$ cat config.mk
export PLATFORM = sky130hd
export DESIGN_NAME = mem_bus_arbiter
export DESIGN_NICKNAME = d
export VERILOG_FILES = /design/src/rtl/mem_bus_arbiter.sv
export SDC_FILE = /design/constraint.sdc
export NUM_CORES = 1
export LEC_CHECK = 0
export BUFFER_PORTS_ARGS = -buffer_cell sky130_fd_sc_hd__buf_2
export CAP_MARGIN = 30
export CORE_AREA = 2 2 133 135
export CTS_CLUSTER_SIZE = 30
export DETAILED_ROUTE_END_ITERATION = 10
export DIE_AREA = 0 0 135 137
export GPL_TIMING_DRIVEN = 1
export PLACE_DENSITY_LB_ADDON = 0.12
export SYNTH_ARGS = -nofsm -noshare
export SYNTH_HDL_FRONTEND = slang
export SYNTH_SLANG_ARGS = --single-unit
$ cat constraint.sdc
create_clock -name clk -period 2.35 [get_ports clk]
set_input_delay 0.235 -clock clk [delete_from_list [all_inputs] [get_ports clk]]
set_output_delay 0.235 -clock clk [all_outputs]
set_load 0.02 [all_outputs]
$ cat src/rtl/mem_bus_arbiter.sv
`default_nettype none
// mem_bus_arbiter: round-robin two-master arbiter for the PicoRV32 native memory
// bus with a per-transaction watchdog.  Rev 1.0
module mem_bus_arbiter #(
  parameter int          TIMEOUT_CYCLES = 256,
  parameter logic [31:0] ERR_RDATA      = 32'hDEAD_BEEF
) (
  input  logic        clk,
  input  logic        resetn,
  input  logic        m0_valid,
  input  logic        m0_instr,
  input  logic [31:0] m0_addr,
  input  logic [31:0] m0_wdata,
  input  logic [3:0]  m0_wstrb,
  output logic        m0_ready,
  output logic [31:0] m0_rdata,
  input  logic        m1_valid,
  input  logic        m1_instr,
  input  logic [31:0] m1_addr,
  input  logic [31:0] m1_wdata,
  input  logic [3:0]  m1_wstrb,
  output logic        m1_ready,
  output logic [31:0] m1_rdata,
  output logic        s_valid,
  output logic        s_instr,
  output logic [31:0] s_addr,
  output logic [31:0] s_wdata,
  output logic [3:0]  s_wstrb,
  input  logic        s_ready,
  input  logic [31:0] s_rdata,
  output logic [1:0]  grant,
  output logic        timeout_err,
  output logic [31:0] timeout_addr,
  input  logic        timeout_clr
);

  localparam logic [1:0] IDLE = 2'd0;
  localparam logic [1:0] G0   = 2'd1;
  localparam logic [1:0] G1   = 2'd2;

  localparam int CNT_W = (TIMEOUT_CYCLES < 2) ? 1 : $clog2(TIMEOUT_CYCLES + 1);
  localparam logic [CNT_W-1:0] CNT_MAX = CNT_W'(TIMEOUT_CYCLES);
  localparam logic [CNT_W-1:0] CNT_ONE = CNT_W'(1);

  logic [1:0]       state_q, state_d;
  logic             last_q, last_d;
  logic [CNT_W-1:0] cnt_q, cnt_d;
  logic             err_q, err_d;
  logic [31:0]      err_addr_q, err_addr_d;

  logic        gnt0, gnt1, sel_valid, wd_hit;
  logic        done_ok, done_to, done;
  logic [31:0] rd_sel;

  // Outputs are gated by resetn so an access in flight during reset never completes.
  always_comb begin
    gnt0      = resetn && (state_q == G0);
    gnt1      = resetn && (state_q == G1);
    sel_valid = (gnt0 && m0_valid) || (gnt1 && m1_valid);
    wd_hit    = (TIMEOUT_CYCLES != 0) && (cnt_q == CNT_MAX);
    done_ok   = sel_valid && s_ready;
    done_to   = sel_valid && !s_ready && wd_hit;
    done      = done_ok || done_to;
    rd_sel    = done_ok ? s_rdata : ERR_RDATA;
  end

  always_comb begin
    s_instr = 1'b0;
    s_addr  = '0;
    s_wdata = '0;
    s_wstrb = '0;
    if (gnt0) begin
      s_instr = m0_instr;
      s_addr  = m0_addr;
      s_wdata = m0_wdata;
      s_wstrb = m0_wstrb;
    end else if (gnt1) begin
      s_instr = m1_instr;
      s_addr  = m1_addr;
      s_wdata = m1_wdata;
      s_wstrb = m1_wstrb;
    end
  end

  assign s_valid      = sel_valid && !done_to;
  assign grant        = {gnt1, gnt0};
  assign m0_ready     = gnt0 && done;
  assign m1_ready     = gnt1 && done;
  assign m0_rdata     = m0_ready ? rd_sel : '0;
  assign m1_rdata     = m1_ready ? rd_sel : '0;
  assign timeout_err  = err_q;
  assign timeout_addr = err_addr_q;

  always_comb begin
    state_d    = state_q;
    last_d     = last_q;
    cnt_d      = '0;
    err_d      = err_q;
    err_addr_d = err_addr_q;
    case (state_q)
      IDLE: begin
        // On a tie the master that did not own the last transaction wins.
        if (m0_valid && m1_valid) state_d = last_q ? G0 : G1;
        else if (m0_valid)        state_d = G0;
        else if (m1_valid)        state_d = G1;
      end
      G0, G1: begin
        if (!sel_valid) begin
          state_d = IDLE;
        end else if (done) begin
          state_d = IDLE;
          last_d  = (state_q == G1);
        end else if (TIMEOUT_CYCLES != 0) begin
          cnt_d = cnt_q + CNT_ONE;
        end
      end
      default: state_d = IDLE;
    endcase

    if (done_to) begin
      err_d = 1'b1;
      if (!err_q) err_addr_d = s_addr;
    end else if (timeout_clr) begin
      err_d = 1'b0;
    end
  end

  always_ff @(posedge clk) begin
    if (!resetn) begin
      state_q    <= IDLE;
      last_q     <= 1'b1;
      cnt_q      <= '0;
      err_q      <= 1'b0;
      err_addr_q <= '0;
    end else begin
      state_q    <= state_d;
      last_q     <= last_d;
      cnt_q      <= cnt_d;
      err_q      <= err_d;
      err_addr_q <= err_addr_d;
    end
  end

endmodule
`default_nettype wire
==> impl_metrics.prom, run 1 <==
# TYPE chip_impl_metric gauge
chip_impl_metric{name="wl_per_cell",unit="µm"} 16.1
chip_impl_metric{name="number_of_design_rule_violations_left_after_detail_routing",unit=""} 0
chip_impl_info{name="status",value="finished clean"} 1
chip_impl_metric{name="finalSetupViolations",unit=""} 0
chip_impl_metric{name="cts_hold_buffers",unit=""} 0
chip_impl_metric{name="flow.area_growth_from_synthesis",unit="%"} 70.0
chip_impl_metric{name="p_switching",unit="W"} 0.000588
chip_impl_metric{name="initial_utilization",unit="%"} 18.0
chip_impl_info{name="synth_top_cells_by_count",value="sky130_fd_sc_hd__nand2_1 (71), sky130_fd_sc_hd__a22o_1 (70), sky130_fd_sc_hd__o21a_1 (50)"} 1
chip_impl_metric{name="cts.htree.levels",unit=""} 2
chip_impl_metric{name="worst_ep_arrival_time",unit="ps"} 2040
chip_impl_metric{name="clkSlewWorstSetupHoldPaths",unit="ps"} 60
chip_impl_metric{name="drive_gt1_share",unit="%"} 52.9
chip_impl_metric{name="tritoncts_num_sinks",unit=""} 45
chip_impl_metric{name="final_hold_viol_count",unit=""} 0
chip_impl_metric{name="hold_depth",unit=""} 3
chip_impl_info{name="clock_tree.root_cell",value="sky130_fd_sc_hd__clkbuf_16"} 1
chip_impl_metric{name="maximum_number_of_pins_on_one_net_before_global_route_repair",unit=""} 54
chip_impl_info{name="regToRegEndpoint",value="timeout_addr[6]"} 1
chip_impl_metric{name="place_congestion",unit=""} 0.815
chip_impl_info{name="post_synth_main_area_contributors",value="sky130_fd_sc_hd__dfxtp_1 (29%), sky130_fd_sc_hd__a22o_1 (20%), sky130_fd_sc_hd__o21a_1 (12%)"} 1
chip_impl_metric{name="max-clock-path-buffers",unit=""} 2
chip_impl_metric{name="die-width",unit="µm"} 135
chip_impl_metric{name="slew_violations",unit=""} 0
chip_impl_metric{name="detail_route.wirelength",unit="µm"} 15100
chip_impl_metric{name="regArea",unit="µm²"} 901
chip_impl_metric{name="antenna_found_initial",unit=""} 4
chip_impl_metric{name="die_height",unit="µm"} 137
chip_impl_metric{name="ff2ff_setup_slack",unit="ps"} 460
chip_impl_metric{name="internal_power",unit="W"} 0.00140
chip_impl_metric{name="pwr_density_cell",unit="nW/µm²"} 380
chip_impl_metric{name="max_freq",unit="GHz"} 0.440
chip_impl_metric{name="synth_cell_type_count",unit=""} 34
chip_impl_metric{name="worstSkewPairLatency",unit="ps"} 280
chip_impl_info{name="critPathLaunchType",value="flop"} 1
chip_impl_metric{name="layout.filler_cells",unit=""} 1901
chip_impl_metric{name="post-route-min-period",unit="ps"} 2270
chip_impl_metric{name="setup-tns-final",unit="ps"} 0
chip_impl_info{name="grt_setup_unrepaired",value="true"} 1
chip_impl_info{name="worst_setup_path_type",value="reg -> out"} 1
chip_impl_info{name="hold-path-endpoint",value="timeout_err"} 1
chip_impl_metric{name="yosysSeqAreaShare",unit="%"} 29.3
chip_impl_info{name="cp-end-kind",value="output pin"} 1
chip_impl_metric{name="via_count",unit=""} 4157
chip_impl_info{name="clock_tree_from_tritoncts",value="built"} 1
chip_impl_metric{name="multi_input_area",unit="µm²"} 1970
chip_impl_metric{name="drv.max_cap_violation_count",unit=""} 0
chip_impl_metric{name="detail_route.first_pass.iterations",unit=""} 4
chip_impl_info{name="worstReg2RegStart",value="cnt_q[0]"} 1
chip_impl_metric{name="final_net_count",unit=""} 894
chip_impl_metric{name="fp.dieArea",unit="µm²"} 18500
chip_impl_metric{name="site_row_count",unit=""} 48
chip_impl_metric{name="slew_headroom",unit="%"} 71.8
chip_impl_metric{name="gr-usage-all-layers",unit="%"} 14.6
chip_impl_metric{name="detailed_place_hpwl",unit="µm"} 12200
chip_impl_metric{name="p_seq_share",unit="%"} 38.7
chip_impl_metric{name="r2r_cells",unit=""} 8
chip_impl_info{name="worstSetupStartpoint",value="cnt_q[0]"} 1
chip_impl_metric{name="ant_nets",unit=""} 0
chip_impl_metric{name="syn_inst",unit=""} 388
chip_impl_metric{name="number_of_clock_buffers_inserted_by_tritoncts",unit=""} 5
chip_impl_metric{name="placeableCoreArea",unit="µm²"} 17100
chip_impl_metric{name="static-leakage-power",unit="nW"} 2.84
chip_impl_info{name="path_category_of_the_worst_min_delay_check",value="in -> reg"} 1
chip_impl_metric{name="switching_share",unit="%"} 29.6
chip_impl_metric{name="synthesis.nets",unit=""} 569
chip_impl_metric{name="drt_iter0_drc",unit=""} 129
chip_impl_metric{name="pin_count",unit=""} 347
chip_impl_metric{name="synth-edff-count",unit=""} 0
chip_impl_metric{name="async_reset_ff_share",unit="%"} 0
chip_impl_metric{name="fin_total_pwr",unit="W"} 0.00199
chip_impl_metric{name="finalCritPeriodShare",unit="%"} 96.7
chip_impl_metric{name="first_pass_grt_wire_length",unit="µm"} 21000
chip_impl_metric{name="synth_area",unit="µm²"} 3080
chip_impl_metric{name="critPathRequiredTime",unit="ps"} 2120
chip_impl_metric{name="worst_pin_slew",unit="ps"} 421
chip_impl_metric{name="clock-skew-final",unit="ps"} 5.93
chip_impl_info{name="worst_min_path_start",value="timeout_clr"} 1
chip_impl_metric{name="power.share.combinational",unit="%"} 27.4
chip_impl_metric{name="number_of_global_route_vias_before_repair",unit=""} 3706
chip_impl_metric{name="io_buffer_count",unit=""} 346
chip_impl_metric{name="vdd_ir_drop_max",unit="mV"} 0.218
chip_impl_metric{name="synth-seq-cells",unit=""} 45
chip_impl_metric{name="synth_warnings",unit=""} 0
chip_impl_metric{name="gr-total-overflow",unit=""} 0
chip_impl_metric{name="via_per_inst",unit=""} 4.42
chip_impl_metric{name="syn-mean-instance-area",unit="µm²"} 7.93
chip_impl_metric{name="post-synth-top-area-fraction",unit="%"} 29.3
chip_impl_metric{name="critical_path_peak_fanout",unit=""} 25
chip_impl_info{name="synth_most_common_cell",value="sky130_fd_sc_hd__nand2_1"} 1
chip_impl_info{name="synth_top_area_cell",value="sky130_fd_sc_hd__dfxtp_1"} 1
chip_impl_info{name="synth_top_flop_cell",value="sky130_fd_sc_hd__dfxtp_1"} 1
chip_impl_metric{name="p_clk_share",unit="%"} 33.9
-- how the worst max path moves through the flow --
stage | end | slack, ps | cells after the start
after global placement | m0_rdata[17] | 240 | 7
after CTS | m0_rdata[7] | 8 | 8
after global routing | m0_rdata[7] | -40 | 8
after detailed placement | m0_rdata[24] | 170 | 7
after floorplan | m1_rdata[10] | 380 | 7
final | m0_rdata[7] | 80 | 8
-- cell usage in the layout, fill, tap and decap left out, types with 3 or more instances in the layout --
master	Yosys	final
sky130_fd_sc_hd__a22o_1	70	69
sky130_fd_sc_hd__clkbuf_16	0	5
sky130_fd_sc_hd__and2_1	9	8
sky130_fd_sc_hd__o21a_1	50	50
sky130_fd_sc_hd__nand4_1	3	3
sky130_fd_sc_hd__and3_1	9	9
sky130_fd_sc_hd__nand2_1	71	70
sky130_fd_sc_hd__xor2_1	6	6
sky130_fd_sc_hd__nor2_1	15	13
sky130_fd_sc_hd__dfxtp_1	45	45
sky130_fd_sc_hd__inv_1	9	9
sky130_fd_sc_hd__ha_1	5	5
sky130_fd_sc_hd__nand3_1	7	6
sky130_fd_sc_hd__a21oi_1	32	32
sky130_fd_sc_hd__buf_2	6	346
sky130_fd_sc_hd__buf_4	6	5
sky130_fd_sc_hd__buf_12	0	5
-- critical path: stages, from the launching register on --
cell and delay, ps:
sky130_fd_sc_hd__dfxtp_1 360, sky130_fd_sc_hd__inv_1 80, sky130_fd_sc_hd__ha_1 140, sky130_fd_sc_hd__nor4b_4 250, sky130_fd_sc_hd__a21oi_2 170, sky130_fd_sc_hd__nor3b_4 250, sky130_fd_sc_hd__buf_12 190, sky130_fd_sc_hd__o21a_1 140
sky130_fd_sc_hd__buf_2 170
-- cells by family (layout without fill, tap and decap cells) --
group	after synthesis	count (layout)	synth area share, %
fa+ha+maj	5	5	2.03
xor+xnor	7	7	1.99
flops	45	45	29.3
mux	1	1	0.325
compound gates	157	157	38.6
other cells	0	1	0
buf+inv	48	374	7.32
simple gates	125	125	20.4
-- power by group through the flow --
stage / sequential (W) / combinational [W] / clock, W
global route: 0.000769 / 0.000582 / 0.000743
CTS: 0.000769 / 0.000544 / 0.000715
floorplan: 0.000786 / 0.000261 / 0
detailed placement: 0.000786 / 0.000539 / 0
global placement: 0.000786 / 0.000534 / 0
finish: 0.000769 / 0.000544 / 0.000674
-- per-layer routing --
metal	global-route usage (%)	vias up	wire length (µm)	share of wire, %
li1	-	2052	-	-
met1	17.8	1853	6230	41
met2	25.8	232	7330	48
met3	3.70	18	1350	8.9
met4	3.65	2	199	1.3
met5	0	-	10	0.066
-- sequential cells by signal, summed over array words and instances (netlist names) --
signal,flops
timeout_addr,32
state_q,2
cnt_q,9
timeout_err,1
last_q,1
-- through the flow --
| step | hold WS, ps | setup WS [ps] | util, % | cell area (µm²) | std cells |
|---|---|---|---|---|---|
| finish | 274 | 77.9 | 30.7 | 5230 | 940 |
| global route | 288 | -40.3 | 30.6 | 5230 | 939 |
| CTS | 264 | 8.09 | 30.5 | 5200 | 938 |
| detailed placement | 440 | 168 | 29.6 | 5050 | 930 |
| global placement | 437 | 238 | 29.4 | 5020 | 929 |
| floorplan | 447 | 381 | - | 3080 | 388 |
-- repair_timing --
item	in CTS	in global routing
setup buffers	0	1
setup endpoints to repair	33	64
gates cloned	0	0
gates resized for setup	3	5
-- cell type report --
type                    instances  area share (%)
diodes                          1          0.0479
clock buffers                   7            2.54
clock inverters                 1           0.144
inverters                       9           0.646
multi-input cells             295            37.7
flip-flops and latches         45            17.2
well taps                     225            5.38
repair buffers                357            36.3
(Power assumes the default switching activity.)
==> run 2: changes to the inputs <==
--- a/config.mk
+++ b/config.mk
@@ -11,8 +11,7 @@
 export CTS_CLUSTER_SIZE = 30
 export DETAILED_ROUTE_END_ITERATION = 10
 export DIE_AREA = 0 0 135 137
-export GPL_TIMING_DRIVEN = 1
-export PLACE_DENSITY_LB_ADDON = 0.12
+export GPL_TIMING_DRIVEN = 0
 export SYNTH_ARGS = -nofsm -noshare
 export SYNTH_HDL_FRONTEND = slang
 export SYNTH_SLANG_ARGS = --single-unit
==> impl_metrics.prom, run 2 (same netlist as run 1, synthesis figures left out) <==
# TYPE chip_impl_metric gauge
chip_impl_metric{name="pre_cts_setup_slack",unit="ps"} -367
chip_impl_info{name="timing.critical_path.to",value="m1_rdata[25]"} 1
chip_impl_metric{name="layout.filler_cells",unit=""} 1851
chip_impl_metric{name="r2r_cells",unit=""} 8
chip_impl_metric{name="placeableCoreArea",unit="µm²"} 17100
chip_impl_metric{name="ant_nets",unit=""} 0
chip_impl_metric{name="wl_per_cell",unit="µm"} 16.9
chip_impl_metric{name="static-leakage-power",unit="nW"} 3.03
chip_impl_metric{name="detail_route.wirelength",unit="µm"} 16700
chip_impl_metric{name="power.share.combinational",unit="%"} 26.5
chip_impl_metric{name="number_of_design_rule_violations_left_after_detail_routing",unit=""} 0
chip_impl_metric{name="finalSetupViolations",unit=""} 0
chip_impl_info{name="critPathLaunchType",value="flop"} 1
chip_impl_metric{name="place_congestion",unit=""} 0.860
chip_impl_metric{name="dp_cells",unit=""} 959
chip_impl_metric{name="p_clk_share",unit="%"} 38.3
chip_impl_metric{name="maximum_number_of_pins_on_one_net_before_global_route_repair",unit=""} 15
chip_impl_metric{name="pwr_density_cell",unit="nW/µm²"} 391
chip_impl_metric{name="gr-total-overflow",unit=""} 0
chip_impl_info{name="worst_setup_path_type",value="reg -> out"} 1
chip_impl_metric{name="pin_count",unit=""} 347
chip_impl_metric{name="slew_headroom",unit="%"} 69.7
chip_impl_metric{name="worst_pin_slew",unit="ps"} 454
chip_impl_metric{name="drt_iter0_drc",unit=""} 196
chip_impl_metric{name="site_row_count",unit=""} 48
chip_impl_metric{name="critical_path_peak_fanout",unit=""} 10
chip_impl_metric{name="via_count",unit=""} 4401
chip_impl_metric{name="number_of_global_route_vias_before_repair",unit=""} 4010
chip_impl_metric{name="max_freq",unit="GHz"} 0.437
chip_impl_metric{name="initial_utilization",unit="%"} 18.0
chip_impl_metric{name="detail_route.first_pass.iterations",unit=""} 4
chip_impl_info{name="cp-end-kind",value="output pin"} 1
chip_impl_metric{name="die-width",unit="µm"} 135
chip_impl_metric{name="fin_total_pwr",unit="W"} 0.00218
chip_impl_info{name="clock_tree_from_tritoncts",value="built"} 1
chip_impl_info{name="most_common_cell_after_layout_fill_and_taps_aside",value="sky130_fd_sc_hd__buf_2"} 1
chip_impl_metric{name="final_hold_slack",unit="ps"} 254
chip_impl_metric{name="fp.dieArea",unit="µm²"} 18500
chip_impl_metric{name="switching_share",unit="%"} 28.9
chip_impl_metric{name="io_buffer_count",unit=""} 346
chip_impl_info{name="regToRegEndpoint",value="timeout_addr[4]"} 1
chip_impl_metric{name="cts.htree.levels",unit=""} 2
chip_impl_metric{name="final_net_count",unit=""} 935
chip_impl_metric{name="p_switching",unit="W"} 0.000628
chip_impl_metric{name="finalCritPeriodShare",unit="%"} 97.5
chip_impl_info{name="status",value="finished clean"} 1
chip_impl_metric{name="vdd_ir_drop_max",unit="mV"} 0.398
chip_impl_metric{name="first_pass_grt_wire_length",unit="µm"} 22600
chip_impl_metric{name="slew_violations",unit=""} 0
chip_impl_metric{name="post_layout_nonfiller_instances",unit=""} 985
chip_impl_info{name="clock_tree.root_cell",value="sky130_fd_sc_hd__clkbuf_16"} 1
chip_impl_metric{name="ff2ff_setup_slack",unit="ps"} 320
chip_impl_metric{name="clock-skew-final",unit="ps"} 7.83
chip_impl_info{name="mostFrequentLayoutCells",value="sky130_fd_sc_hd__buf_2 (341), sky130_fd_sc_hd__nand2_1 (70), sky130_fd_sc_hd__a22o_1 (69)"} 1
chip_impl_info{name="worstSetupStartpoint",value="cnt_q[1]"} 1
chip_impl_metric{name="number_of_flip_flops_in_the_largest_register",unit=""} 32
chip_impl_metric{name="post-route-min-period",unit="ps"} 2290
chip_impl_metric{name="drv.max_cap_violation_count",unit=""} 0
chip_impl_metric{name="final_hold_viol_count",unit=""} 0
chip_impl_metric{name="p_seq_share",unit="%"} 35.2
chip_impl_info{name="grt_setup_unrepaired",value="true"} 1
chip_impl_metric{name="regArea",unit="µm²"} 908
chip_impl_metric{name="multi_input_area",unit="µm²"} 1990
chip_impl_metric{name="worst_ep_arrival_time",unit="ps"} 2060
chip_impl_metric{name="cts_hold_buffers",unit=""} 0
chip_impl_metric{name="drive_gt1_share",unit="%"} 55.4
chip_impl_metric{name="antenna_found_initial",unit=""} 6
chip_impl_metric{name="tritoncts_num_sinks",unit=""} 45
chip_impl_metric{name="number_of_clock_buffers_inserted_by_tritoncts",unit=""} 5
chip_impl_metric{name="max-clock-path-buffers",unit=""} 2
chip_impl_metric{name="clkSlewWorstSetupHoldPaths",unit="ps"} 60
chip_impl_metric{name="flow.area_growth_from_synthesis",unit="%"} 81.2
chip_impl_metric{name="via_per_inst",unit=""} 4.47
chip_impl_metric{name="final.setup.worst_slack",unit="ps"} 59.9
chip_impl_metric{name="gr-usage-all-layers",unit="%"} 15.9
chip_impl_metric{name="die_height",unit="µm"} 137
chip_impl_info{name="worstReg2RegStart",value="cnt_q[1]"} 1
chip_impl_metric{name="worstSkewPairLatency",unit="ps"} 290
chip_impl_metric{name="critPathRequiredTime",unit="ps"} 2120
chip_impl_metric{name="internal_power",unit="W"} 0.00155
chip_impl_metric{name="detailed_place_hpwl",unit="µm"} 13600
chip_impl_info{name="path_category_of_the_worst_min_delay_check",value="in -> reg"} 1
[run 2: cell count changes in the layout (fill, tap and decap cells not counted), moves of 4 or more]
cell                       delta
sky130_fd_sc_hd__clkbuf_1     +7
sky130_fd_sc_hd__buf_6       +12
sky130_fd_sc_hd__clkbuf_2     +5
sky130_fd_sc_hd__buf_4       +20
sky130_fd_sc_hd__buf_2        -5
sky130_fd_sc_hd__diode_2      +4
[run 2: per-layer routing]
layer	global-route usage, %	vias to the layer above	part of all wire, %
li1	-	2140	-
met5	0	-	0
met3	3.04	16	7.5
met4	6.13	0	1.9
met2	26.1	232	48
met1	20.8	2013	43
[run 2: worst min-delay path by stage]
stage | start | end | cells after the start
6_report | timeout_clr | timeout_err | 3
5_1_grt | timeout_clr | timeout_err | 3
4_1_cts | timeout_clr | timeout_err | 3
3_5_place_dp | timeout_addr[21] | timeout_addr[21] | 2
3_3_place_gp | timeout_addr[0] | timeout_addr[0] | 2
2_1_floorplan | state_q[0] | state_q[0] | 2
[run 2: area by class of cell]
cell class | instances | area share, %
clock inverter | 2 | 0.674
inverter | 9 | 0.606
antenna | 5 | 0.225
sequential | 45 | 16.3
timing repair buffer | 362 | 34.4
clock buffer | 6 | 2.49
multi-input combinational | 295 | 35.7
buffer | 36 | 4.56
tap | 225 | 5.05
[run 2: through the flow]
step | TNS, ps | cell area, µm² | util, %
final | 0 | 5570 | 32.7
after floorplan | 0 | 3080 | -
after global routing | -427 | 5570 | 32.6
after CTS | -6.37 | 5400 | 31.6
after detailed placement | -12250 | 5090 | 29.8
after global placement | -9650 | 5090 | 29.8
[run 2: power groups by stage]
| stage | logic [W] | clock network [W] | registers (W) |
|---|---|---|---|
| 6_report | 0.000577 | 0.000833 | 0.000767 |
| 5_1_grt | 0.000617 | 0.000876 | 0.000767 |
| 4_1_cts | 0.000566 | 0.000854 | 0.000769 |
| 3_5_place_dp | 0.000544 | 0 | 0.000787 |
| 3_3_place_gp | 0.000545 | 0 | 0.000786 |
| 2_1_floorplan | 0.000261 | 0 | 0.000786 |
[run 2: worst max-delay path, stage by stage, from the launching register on]
cell,delay (ps)
sky130_fd_sc_hd__dfxtp_4,350
sky130_fd_sc_hd__inv_2,40
sky130_fd_sc_hd__ha_2,150
sky130_fd_sc_hd__nor4b_4,290
sky130_fd_sc_hd__a21oi_4,130
sky130_fd_sc_hd__nor3_4,230
sky130_fd_sc_hd__buf_12,140
sky130_fd_sc_hd__buf_6,130
sky130_fd_sc_hd__o21a_1,160
sky130_fd_sc_hd__buf_4,150
[run 2: timing repair]
| item | in CTS | in global routing |
|---|---|---|
| endpoints found under the hold margin | 0 | 0 |
| gates resized for setup | 31 | 39 |
| pin swaps | 3 | 4 |
| buffers inserted | 7 | 8 |
| gates cloned | 0 | 1 |
| endpoints found under the setup margin | 135 | 102 |
